$ cat src/rtl/if_stage_fetch.sv
// Instruction-fetch stage: program counter, word-addressed instruction memory
// with a program-load write port, and the IF/ID pipeline register.
// Priority each cycle: reset > redirect (flush) > stall (hold) > normal fetch.
module if_stage_fetch #(
  parameter int XLEN = 32,
  parameter int IMEM_AW = 6,
  parameter logic [XLEN-1:0] RESET_PC = 32'h0000_0000,
  parameter logic [XLEN-1:0] NOP_INSTR = 32'h0000_0013
) (
  input  logic               clk,
  input  logic               reset,
  input  logic               stall,
  input  logic               redirect,
  input  logic [XLEN-1:0]    redirect_pc,
  input  logic               prog_we,
  input  logic [IMEM_AW-1:0] prog_addr,
  input  logic [XLEN-1:0]    prog_data,
  output logic [XLEN-1:0]    pc_out,
  output logic [XLEN-1:0]    if_id_pc,
  output logic [XLEN-1:0]    if_id_instr,
  output logic               if_id_valid
);

  localparam int DEPTH = 1 << IMEM_AW;

  // Instruction storage; deliberately not cleared by reset so a loaded
  // program survives a core restart.
  logic [XLEN-1:0]    imem_r [DEPTH];

  logic [IMEM_AW-1:0] fetch_idx_s;
  logic [XLEN-1:0]    fetch_word_s;
  logic [XLEN-1:0]    pc_seq_s;
  logic [XLEN-1:0]    redirect_target_s;

  // PC bits above the memory index are ignored, so fetches alias/wrap.
  assign fetch_idx_s       = pc_out[IMEM_AW+1:2];
  assign fetch_word_s      = imem_r[fetch_idx_s];
  assign pc_seq_s          = pc_out + XLEN'(4);
  // Misaligned redirect targets are silently word-aligned.
  assign redirect_target_s = redirect_pc & ~(XLEN'(3));

  // Program-load write port; the fetch in the same cycle still sees the old word.
  always_ff @(posedge clk) begin
    if (prog_we) begin
      imem_r[prog_addr] <= prog_data;
    end
  end

  // PC and IF/ID register update with reset > redirect > stall > fetch priority.
  always_ff @(posedge clk) begin
    if (reset) begin
      pc_out      <= RESET_PC;
      if_id_pc    <= XLEN'(0);
      if_id_instr <= NOP_INSTR;
      if_id_valid <= 1'b0;
    end else if (redirect) begin
      pc_out      <= redirect_target_s;
      if_id_pc    <= XLEN'(0);
      if_id_instr <= NOP_INSTR;
      if_id_valid <= 1'b0;
    end else if (stall) begin
      pc_out      <= pc_out;
      if_id_pc    <= if_id_pc;
      if_id_instr <= if_id_instr;
      if_id_valid <= if_id_valid;
    end else begin
      pc_out      <= pc_seq_s;
      if_id_pc    <= pc_out;
      if_id_instr <= fetch_word_s;
      if_id_valid <= 1'b1;
    end
  end

endmodule

$ cat config.mk
export PLATFORM = sky130hd
export DESIGN_NAME = if_stage_fetch
export DESIGN_NICKNAME = d
export VERILOG_FILES = /design/src/rtl/if_stage_fetch.sv
export SDC_FILE = /design/constraint.sdc
export NUM_CORES = 2
export LEC_CHECK = 0
export ABC_CLOCK_PERIOD_IN_PS = 3900
export CAP_MARGIN = 20
export CORE_UTILIZATION = 40
export DETAILED_ROUTE_END_ITERATION = 8
export GPL_ROUTABILITY_DRIVEN = 0
export PLACE_DENSITY = 0.6
export RECOVER_POWER = 50
export SLEW_MARGIN = 5
export SYNTH_ARGS = -nofsm -noshare
export SYNTH_HDL_FRONTEND = slang
export SYNTH_SLANG_ARGS = --single-unit
$ cat constraint.sdc
create_clock -name clk -period 3.9 [get_ports clk]
set_input_delay 0.78 -clock clk [delete_from_list [all_inputs] [get_ports clk]]
set_output_delay 0.78 -clock clk [all_outputs]
set_load 0.02 [all_outputs]
==> run summary <==
The run finished, with violations left. The final reports fail on capacitance limit, slew limit. The die is 456.7 um wide.

For this run, the detailed router's first-pass iteration total came to 5. The die height was 456.7 um. The fraction of the mapped netlist area in compound gates was 0.03380.

For this design the total switching power over the nets is 10.61 mW. The tools report the number of buffers inserted for hold repair after clock tree synthesis as 0. In this run, the number of DRC markers left after iteration 0 of detailed routing was 4389. After clock tree synthesis, the setup repair step added 0 buffers.

The tools report the number of failing hold endpoints at the final stage as 0. The sort of element at the start of the critical path was a flip-flop. The logs give 166 for the number of rows created at floorplan and 0 for the Yosys warning count.

Fraction of registers with async set/reset: 0. Synthesis inferred 2141 register bits. Setup violations remaining at the end of the flow were counted as 0. The switching portion of total power was 0.2200; the minimum setup slack among reg-to-reg paths was 0.64 ns. The depth of the worst hold-timing path came out at 1. The worst hold path begins at prog_data[25]. The basic-gate share of the synthesized area counting and, or, nand and nor cells was 0.02594; the combinational share of power was 0.061. The class of the tightest hold or removal check is primary input to flip-flop. The mux contribution to synthesized area works out to 0.1522.

The cell at the root of the clock tree is sky130_fd_sc_hd__clkbuf_16. TritonCTS built the clock tree. The per-instance average area after synthesis is 20.64 um^2.

The tools report the via count of the first global-routing pass as 41750. Setup repair after global routing left no endpoint under its margin. The worst register-to-register path begins at pc_out[2]. The tool flagged a number of max-cap violations equal to 37. The detailed-route wire length per cell came out at 30.25 um. Entering global routing, the biggest net connects 81 pins. Leading cell type in the layout, fill and taps excluded: sky130_fd_sc_hd__edfxtp_1.

The fraction of final layout cells sized beyond drive strength 1 is 0.2239. The tools report the relative slew slack as -0.9316. Summed over all cells, the static leakage comes to 29.30 nW. The tools report the sequential fraction of the synthesis area as 0.7661. The tools report the number of antenna violations at the first check in global routing as 24. The run gives 419.8 uV as the maximum vdd drop. The worst setup skew after layout is 0.03709 ns. Setup total negative slack on the finished layout was measured at 0 ns. The final route contains 42090 vias.

The all-layer global routing usage was 0.2102; the final cell count without fillers was 7313. The run gives 0 as the post-CTS resize count. The peak fanout along the critical path was 40. Post-route cell area: 0.09583 mm^2. The area growth from synthesis to layout is 15.86%.

The HPWL reported at the end of detailed placement was 130.5 mm. The number of buffers inserted during clock tree synthesis came out at 213. Critical path class: flip-flop to output port. The first global-routing pass estimated 313.2 mm of wire. For this block, the routed nets add up to 221.2 mm of wire.

The I/O pin count is 172, and the power density normalized to cell area is 503.3 mW/mm^2. The logs give 0.409 for the clock share of power and 0.2086 mm^2 for the die area. For the worst setup path, the data arrival time is 2.92 ns. Sink count of the clock tree: 2141.

For the worst-skew pair, the clock arrives at the later sink with an insertion delay of 0.85 ns. STA puts the critical path data required time at 3.12 ns. The CTS H-tree depth is 4, and the count of final max-slew check failures is 1664. The tools report the worst hold path endpoint as imem_r[16][25].

The cell depth of the worst flop-to-flop path was 5. The fraction of synthesized cell area in xor and xnor cells works out to 0.002541. Summing all placed instances gives a cell area of 0.08918 mm^2.

The internal portion of total power is 37.62 mW, and the power share of the sequential group is 0.530. In the synthesized netlist, the number of instances is 4007. The number of I/O port buffers is 165. After detailed routing, the number of vias per cell comes to 5.755. The count of flip-flops with a built-in enable after synthesis is 2048, and the clock-pin slew on the worst setup and hold paths is 0.06 ns. The synthesized-area fraction occupied by adder cells works out to 0.0001513. The cell area that synthesis handed to floorplanning was 0.08271 mm^2.

Dominant register cell in the synthesized netlist: sky130_fd_sc_hd__edfxtp_1. The worst path needs 3.705 ns of the cycle, external delays included. The placed cell count came out at 6883. After synthesis, the netlist uses 73 different library cells. The DRC violation count after routing is 0, and the starting utilization of the core area is 0.4035.

The endpoint of the lowest-slack register-to-register path was if_id_instr[0]. The worst setup path is captured at an output port. The total overflow left after global routing is 0. Hold is met by 0.3196 ns. The core region is 0.2050 mm^2. Number of routed nets with antenna violations: 0.

Leaving out fill and tap cells, the most frequent cells in the layout are sky130_fd_sc_hd__edfxtp_1 (2048), sky130_fd_sc_hd__mux4_2 (393), sky130_fd_sc_hd__mux2i_1 (350), sky130_fd_sc_hd__clkbuf_16 (217), sky130_fd_sc_hd__buf_4 (172). The actual transition at the worst max-transition pin was 2.897 ns. The share of the cycle needed by the critical path after routing was 0.9499. Static timing analysis puts the maximum clock frequency at 269.9 MHz. The combinational family with the most area after synthesis is multiplexers. The final layout contains 4501 nets.

The clock passes through at most 3 buffers.
## layer usage
| layer | track usage | wire, um | vias up |
|---|---|---|---|
| met5 | 0 | 54 | - |
| met4 | 0.06616 | 6849 | 8 |
| met3 | 0.03541 | 15660 | 319 |
| met2 | 0.3410 | 107400 | 1649 |
| met1 | 0.2896 | 91250 | 22590 |
| li1 | - | - | 17530 |
## metrics by stage
stage | power, mW | utilization | setup slack, ns
3_3_place_gp | 28.98 | 0.4350 | 0.6855
5_1_grt | 49.59 | 0.4673 | 0.09854
4_1_cts | 48.59 | 0.4679 | 0.08363
6_report | 48.23 | 0.4675 | 0.1955
3_5_place_dp | 29.02 | 0.4350 | 0.6221
2_1_floorplan | 27.66 | - | 0.6186
## synthesized netlist by cell type (all sizes together), types with 3 or more instances
master | number | area [um^2]
a2111oi | 29 | 266.5
a211o | 5 | 43.79
a211oi | 37 | 277.8
a21oi | 50 | 250.2
a221oi | 31 | 277.8
a22o | 22 | 192.7
a22oi | 86 | 645.6
a31oi | 19 | 118.9
a32o | 9 | 90.09
and2 | 6 | 37.54
and4 | 3 | 26.28
buf | 167 | 1277
clkbuf | 64 | 241.5
dfxtp | 93 | 1862
edfxtp | 2048 | 61500
inv | 19 | 71.32
mux2 | 21 | 236.5
mux2i | 350 | 3503
mux4 | 393 | 8851
nand2 | 92 | 345.3
nand2b | 19 | 118.9
nand3 | 55 | 285.3
nand3b | 7 | 52.55
nand4 | 7 | 43.79
nor2 | 172 | 655.6
nor2b | 31 | 193.9
nor3 | 25 | 130.1
nor4 | 11 | 81.32
nor4b | 3 | 32.53
o21ai | 16 | 80.07
o221ai | 12 | 105.1
o22ai | 34 | 212.7
o2bb2ai | 3 | 26.28
o311a | 8 | 80.08
o31ai | 3 | 22.52
or2 | 4 | 25.02
or3 | 7 | 48.80
xnor2 | 23 | 201.4
## registers in the layout (all words and copies together), names as in the netlist
name / flops
pc_out: 30
if_id_valid: 1
if_id_instr: 32
imem_r: 2048
if_id_pc: 30
## critical path, stage by stage, from the launching register on
cell,delay [ns]
sky130_fd_sc_hd__dfxtp_4,0.85
sky130_fd_sc_hd__buf_12,0.32
sky130_fd_sc_hd__buf_4,0.22
sky130_fd_sc_hd__clkdlybuf4s50_1,0.67
## power by group through the flow
stage / Sequential [mW] / Clock, mW / Combinational [mW]
final: 25.5 / 19.7 / 2.97
after global routing: 25.6 / 20.9 / 3.14
after CTS: 25.5 / 20.0 / 3.02
after detailed placement: 26.0 / 0 / 3.01
after global placement: 26.0 / 0 / 2.98
after floorplan: 26.0 / 0 / 1.68
## worst max path at each step
stage          slack [ns]          from              to  cells after the start
3_3_place_gp         0.69     pc_out[2]  if_id_instr[0]                      5
6_report             0.20     pc_out[4]       pc_out[4]                      3
4_1_cts              0.08     pc_out[4]       pc_out[4]                      3
5_1_grt               0.1     pc_out[4]       pc_out[4]                      3
2_1_floorplan        0.62  prog_addr[0]   imem_r[11][0]                      4
3_5_place_dp         0.62  prog_addr[1]  imem_r[25][31]                      5
## kinds of logic after synthesis
kind of cell | after synthesis
buffers and inverters | 250
adder cells (fa/ha/maj) | 1
XOR/XNOR | 24
multiplexers | 764
AND/OR/NAND/NOR | 450
flip-flops | 2141
AO/OA/AOI/OAI | 376
other | 1
## final cells by class
cell class | count | area (um^2)
tap | 2688 | 3363
clock buffer | 297 | 5881
antenna | 11 | 27.53
clock inverter | 107 | 862.1
inverter | 19 | 71.32
fill | 16840 | 109200
multi-input combinational | 1619 | 18270
timing repair buffer | 431 | 3973
sequential | 2141 | 63380
No activity file was read; power rests on OpenSTA's default activity.
